$ cat config.mk
export PLATFORM = sky130hd
export DESIGN_NAME = mem_access_unit
export DESIGN_NICKNAME = d
export VERILOG_FILES = /design/src/rtl/pipe_pkg.sv /design/src/rtl/load_align.sv /design/src/rtl/mem_access_unit.sv
export SDC_FILE = /design/constraint.sdc
export NUM_CORES = 1
export LEC_CHECK = 0
export ABC_CLOCK_PERIOD_IN_PS = 5010
export CORE_MARGIN = 8
export CORE_UTILIZATION = 38
export CTS_BUF_LIST = sky130_fd_sc_hd__clkbuf_16
export DETAILED_ROUTE_END_ITERATION = 16
export PLACE_DENSITY = 0.94
export SLEW_MARGIN = 20
export SYNTH_ARGS = -nofsm -noshare
export SYNTH_HDL_FRONTEND = slang
export SYNTH_SLANG_ARGS = --single-unit
$ cat constraint.sdc
create_clock -name CLK -period 5.01 [get_ports CLK]
set_input_delay 1.002 -clock CLK [delete_from_list [all_inputs] [get_ports CLK]]
set_output_delay 1.002 -clock CLK [all_outputs]
set_load 0.01 [all_outputs]
$ cat src/rtl/pipe_pkg.sv
// rtl/pipe_pkg.sv - shared pipeline codes: MemRW access codes, MEM FSM states, ResultSrc selects
package pipe_pkg;

   localparam logic [2:0] MEMRW_NONE = 3'b000;
   localparam logic [2:0] MEMRW_LW   = 3'b001;
   localparam logic [2:0] MEMRW_SW   = 3'b010;
   localparam logic [2:0] MEMRW_LB   = 3'b011;
   localparam logic [2:0] MEMRW_LBU  = 3'b100;
   localparam logic [2:0] MEMRW_SB   = 3'b101;

   localparam logic [1:0] RESULTSRC_ALU = 2'b00;
   localparam logic [1:0] RESULTSRC_MEM = 2'b01;
   localparam logic [1:0] RESULTSRC_PC4 = 2'b10;

   typedef enum logic [1:0] {
      ST_IDLE     = 2'd0,
      ST_WAIT_GNT = 2'd1,
      ST_WAIT_RD  = 2'd2
   } mem_state_t;

   typedef struct packed {
      logic        regwrite;
      logic [1:0]  resultsrc;
      logic [31:0] pcadd4;
      logic [31:0] alu_result;
      logic [31:0] readdata;
      logic [4:0]  rac;
   } memwb_t;

   function automatic logic is_load(input logic [2:0] code);
      return (code == MEMRW_LW) || (code == MEMRW_LB) || (code == MEMRW_LBU);
   endfunction

   function automatic logic is_store(input logic [2:0] code);
      return (code == MEMRW_SW) || (code == MEMRW_SB);
   endfunction

endpackage

$ cat src/rtl/load_align.sv
// rtl/load_align.sv - selects and extends load data from a 32-bit read word by lane and access code
module load_align
   import pipe_pkg::*;
(
   input  logic [31:0] rdata_i,
   input  logic [1:0]  lane_i,
   input  logic [2:0]  code_i,
   output logic [31:0] result_o
);

   logic [7:0] byte_v;

   always_comb begin
      byte_v   = rdata_i[{lane_i, 3'b000} +: 8];
      result_o = 32'h0;
      case (code_i)
         MEMRW_LW:  result_o = rdata_i;
         MEMRW_LB:  result_o = {{24{byte_v[7]}}, byte_v};
         MEMRW_LBU: result_o = {24'h0, byte_v};
         default:   result_o = 32'h0;
      endcase
   end

endmodule

$ cat src/rtl/mem_access_unit.sv
// rtl/mem_access_unit.sv - MEM stage data-memory handshake plus MEM/WB register; MEM_MISALIGN_TRAP_EN adds the word-misalign trap
module mem_access_unit
   import pipe_pkg::*;
#(
   parameter int ADDR_W = 32
)
(
   input  logic              CLK,
   input  logic              RSTN,
   input  logic              RegWrite_MEM,
   input  logic [2:0]        MemRW_MEM,
   input  logic [1:0]        ResultSrc_MEM,
   input  logic [31:0]       PCadd4_MEM,
   input  logic [31:0]       ALU_result_MEM,
   input  logic [31:0]       RD2_MEM,
   input  logic [4:0]        rac_MEM,
   input  logic              flush_MEMWB,
   output logic              stall_MEM,
   output logic              DMEM_REQ,
   output logic              DMEM_WE,
   output logic [ADDR_W-1:0] DMEM_ADDR,
   output logic [31:0]       DMEM_WDATA,
   output logic [3:0]        DMEM_BE,
   input  logic              DMEM_GNT,
   input  logic              DMEM_RVALID,
   input  logic [31:0]       DMEM_RDATA,
   output logic              RegWrite_WB,
   output logic [1:0]        ResultSrc_WB,
   output logic [31:0]       PCadd4_WB,
   output logic [31:0]       ALU_result_WB,
   output logic [31:0]       ReadData_WB,
   output logic [4:0]        rac_WB
`ifdef MEM_MISALIGN_TRAP_EN
   ,
   output logic              misalign_MEM
`endif
);

   mem_state_t  state_q, state_d;
   memwb_t      wb_q, wb_d;
   logic [1:0]  lane;
   logic        ld, st, misalign, pending, complete;
   logic [31:0] load_data;

   assign lane = ALU_result_MEM[1:0];

   always_comb begin
      ld = is_load(MemRW_MEM);
      st = is_store(MemRW_MEM);
`ifdef MEM_MISALIGN_TRAP_EN
      misalign = ((MemRW_MEM == MEMRW_LW) || (MemRW_MEM == MEMRW_SW)) && (lane != 2'b00);
`else
      misalign = 1'b0;
`endif
      // Gating with RSTN keeps REQ and stall low for the whole reset window.
      pending  = RSTN && (ld || st) && !misalign;
      complete = (state_q == ST_WAIT_RD) ? DMEM_RVALID : (DMEM_GNT && st);
   end

`ifdef MEM_MISALIGN_TRAP_EN
   assign misalign_MEM = misalign;
`endif

   assign stall_MEM = pending && !complete;
   assign DMEM_REQ  = pending && (state_q != ST_WAIT_RD);

   // Request fields are zero whenever no request is presented.
   always_comb begin
      DMEM_WE    = 1'b0;
      DMEM_ADDR  = '0;
      DMEM_BE    = 4'h0;
      DMEM_WDATA = 32'h0;
      if (DMEM_REQ) begin
         DMEM_WE    = st;
         DMEM_ADDR  = {ALU_result_MEM[ADDR_W-1:2], 2'b00};
         DMEM_BE    = (MemRW_MEM == MEMRW_SB) ? (4'b0001 << lane) : 4'b1111;
         DMEM_WDATA = (MemRW_MEM == MEMRW_SB) ? {4{RD2_MEM[7:0]}} : RD2_MEM;
      end
   end

   always_comb begin
      state_d = state_q;
      case (state_q)
         ST_IDLE, ST_WAIT_GNT: begin
            if (!pending)      state_d = ST_IDLE;
            else if (DMEM_GNT) state_d = ld ? ST_WAIT_RD : ST_IDLE;
            else               state_d = ST_WAIT_GNT;
         end
         ST_WAIT_RD: if (DMEM_RVALID || !pending) state_d = ST_IDLE;
         default: state_d = ST_IDLE;
      endcase
   end

   load_align u_load_align (
      .rdata_i  (DMEM_RDATA),
      .lane_i   (lane),
      .code_i   (MemRW_MEM),
      .result_o (load_data)
   );

   always_comb begin
      wb_d = '0;
      if (!flush_MEMWB && !stall_MEM) begin
         wb_d.regwrite   = RegWrite_MEM && !misalign;
         wb_d.resultsrc  = ResultSrc_MEM;
         wb_d.pcadd4     = PCadd4_MEM;
         wb_d.alu_result = ALU_result_MEM;
         wb_d.readdata   = ld ? load_data : 32'h0;
         wb_d.rac        = rac_MEM;
      end
   end

   always_ff @(posedge CLK or negedge RSTN) begin
      if (!RSTN) begin
         state_q <= ST_IDLE;
         wb_q    <= '0;
      end else begin
         state_q <= state_d;
         wb_q    <= wb_d;
      end
   end

   assign RegWrite_WB   = wb_q.regwrite;
   assign ResultSrc_WB  = wb_q.resultsrc;
   assign PCadd4_WB     = wb_q.pcadd4;
   assign ALU_result_WB = wb_q.alu_result;
   assign ReadData_WB   = wb_q.readdata;
   assign rac_WB        = wb_q.rac;

endmodule

==> flow_metrics.tcl <==
set metrics [dict create \
    drt_iter0_drc 334 \
    cts_tree "yes" \
    grt_overflow 0 \
    ir_drop_uv 117.0 \
    drc 0 \
    via_per_inst 4.957 \
    run_status "completed" \
    yosysWarningCount 0 \
    r2r_start "state_q[1]" \
    ff2ff_path_depth 7 \
    final_area_um2 8036 \
    core-area_um2 11810 \
    diodes 0 \
    netlist.area_leader.share 0.5879 \
    vias 4377 \
    ios 319 \
    dpl.hpwl_um 14310 \
    skew_ps 7.977 \
    cts_setup_buffers 0 \
    cts_root_buf "clkbuf_16" \
    min_path_cells 1 \
    post_cts_resized 0 \
    worstSkewPairLatency_ps 340 \
    hold_buffers 0 \
    fin_nets 875 \
    area_growth_pct 78.12 \
    wire_per_inst_um 20.70 \
    endpoint_kind "output port" \
    hp-class "reg -> reg" \
    final_cell_mix "clkdlybuf4s50_1, dfrtp_1, and2_1, nand2_1, a21oi_1" \
    hold_start "state_q[1]" \
    yosysUniqueCellTypes 30 \
    drv_slew 0 \
    arrival_ps 3280 \
    rsz0062_at_grt "false" \
    place_area_um2 7709 \
    die_h_um 125.0 \
    tightest_slew_ps 919.9 \
    io_buffers 316 \
    antenna_found_initial 0 \
    min_to "state_q[0]" \
    synth_seq_area_share 0.5879 \
    setup_tns_ps 0 \
    max_slew_margin 0.3850 \
    slowest_stage "clkdlybuf4s50_1" \
    die_area_um2 15620 \
    die_x_um 125.0 \
    fin_total_pwr_mw 2.112 \
    cellPowerDensity_nw_per_um2 262.8 \
    cp_slowest_stage_delay_ps 620 \
    netlist_area_um2 4512 \
    grt_pass1_vias 4868 \
    cap_violations 0 \
    wirelength_um 18280 \
    cts_buffers 9 \
    drtPass1Iterations 4 \
    synth_cells 430 \
    rrSetupSlack_ps 2740 \
    drive_gt1_frac 0.04891 \
    cts_sinks 106 \
    cp.required_ps 4010 \
    gp_congestion 0.8479 \
    cts_buffer_depth 2 \
    synth_edf_count 0 \
    grt.total_usage 0.2289 \
    criticalPathCategory "in -> out" \
    synth.area.top_cells "dfrtp_1, and2_1, a21oi_1, and3_1, nand2_1" \
    yosys_register_bits 106 \
    fmax_mhz 233.7 \
    clkTransAtPathRegs_ps 70 \
    antenna_left 0 \
    finalHoldViolCount 0 \
    reg2reg_to "PCadd4_WB[22]" \
    synth_area_leader_cell "dfrtp_1" \
    start_util 0.3820 \
    setup_violations 0 \
    finalCriticalPeriod_ps 4279 \
    critPathMaxFanout 18 \
    grt_max_degree 72 \
    p_leak_nw 3.569 \
    min_period_over_period 0.8540 \
    cts_max_level 3 \
    synthFlopType "dfrtp_1" \
    grt_pass1_wl_um 28080 \
    row_count 40 \
    avgSynthCellArea_um2 10.49 \
    synthArstFlopShare 1.000 \
    crit_chain "clkdlybuf4s50_1 -> nand3b_1 -> buf_4 -> nand2_1 -> a21oi_1 -> clkdlybuf4s50_1" \
    cpMostUsedCell "clkdlybuf4s50_1" \
    final_common_cell "clkdlybuf4s50_1" \
    start_kind "primary input" \
]
## cells in the mapped netlist, types with 5 or more instances
library cell,n
dfrtp_1,106
a21oi_1,51
clkbuf_1,19
nor2_1,17
a22o_1,8
buf_2,7
nor2b_1,5
buf_6,9
a22oi_1,8
mux2_2,7
and2_1,72
and3_1,40
nand2_1,59
## where the power goes
| part | internal [mW] | switching (mW) | leakage, nW | total (mW) |
|---|---|---|---|---|
| combinational | 0.280 | 0.205 | 2.00 | 0.485 |
| sequential | 0.896 | 0.0126 | 1.42 | 0.909 |
| clock | 0.393 | 0.325 | 0.147 | 0.718 |
| total | 1.57 | 0.543 | 3.57 | 2.11 |
## cell families (layout without fill, tap and decap cells)
group | Yosys count | in the layout | share of synthesized area
multiplexers | 8 | 8 | 0.02246
AO/OA/AOI/OAI | 73 | 73 | 0.09817
other | 1 | 2 | 0.0008311
buffers and inverters | 39 | 344 | 0.05102
AND/OR/NAND/NOR | 203 | 203 | 0.2396
flip-flops | 106 | 106 | 0.5879
## layout make-up
cell class	instances	area, µm²
Tap cell	147	183.9
Fill cell	833	3775
Multi-Input combinational cell	286	1633
Inverter	1	3.754
Clock inverter	7	75.07
Sequential cell	106	2653
Timing Repair Buffer	327	3263
Clock buffer	9	225.2
## per-stage QoR
| stage | cells | setup WS (ps) | util | hold slack, ps |
|---|---|---|---|---|
| after global routing | 883 | 543.3 | 0.6804 | 525.5 |
| final | 883 | 731.4 | 0.6804 | 489.2 |
| after detailed placement | 866 | 772.6 | 0.6526 | 489.5 |
| after CTS | 882 | 745.8 | 0.6781 | 498.7 |
| after global placement | 866 | 920.8 | 0.6526 | 473.6 |
| after floorplan | 431 | 1717 | - | 446.7 |
## metal layers
metal / vias up / global-route usage / wire, µm
met5: - / 0 / 0
met2: 267 / 0.4235 / 9564
li1: 2014 / - / -
met4: 0 / 0.08883 / 477
met3: 35 / 0.07225 / 1537
met1: 2061 / 0.2357 / 6700
## critical path, delay by kind of cell
kind            cells  cell delay, ps
simple gates        2             590
compound gates      1             190
buf+inv             3            1490
## how the worst max path moves through the flow
stage,start,depth (start not counted),slack [ps],endpoint
detailed placement,MemRW_MEM[1],6,770,DMEM_WDATA[19]
floorplan,MemRW_MEM[1],8,1720,DMEM_BE[0]
global placement,MemRW_MEM[1],6,920,DMEM_WDATA[17]
CTS,MemRW_MEM[1],6,750,DMEM_WDATA[19]
finish,MemRW_MEM[1],6,730,DMEM_WDATA[19]
global route,MemRW_MEM[1],6,540,DMEM_WDATA[19]
## state kept, by name, indices dropped and copies added (netlist names)
register	cells
rac_WB	5
RegWrite_WB	1
ReadData_WB	32
state_q	2
PCadd4_WB	32
ALU_result_WB	32
ResultSrc_WB	2
Power figures use the tool's default switching activity.
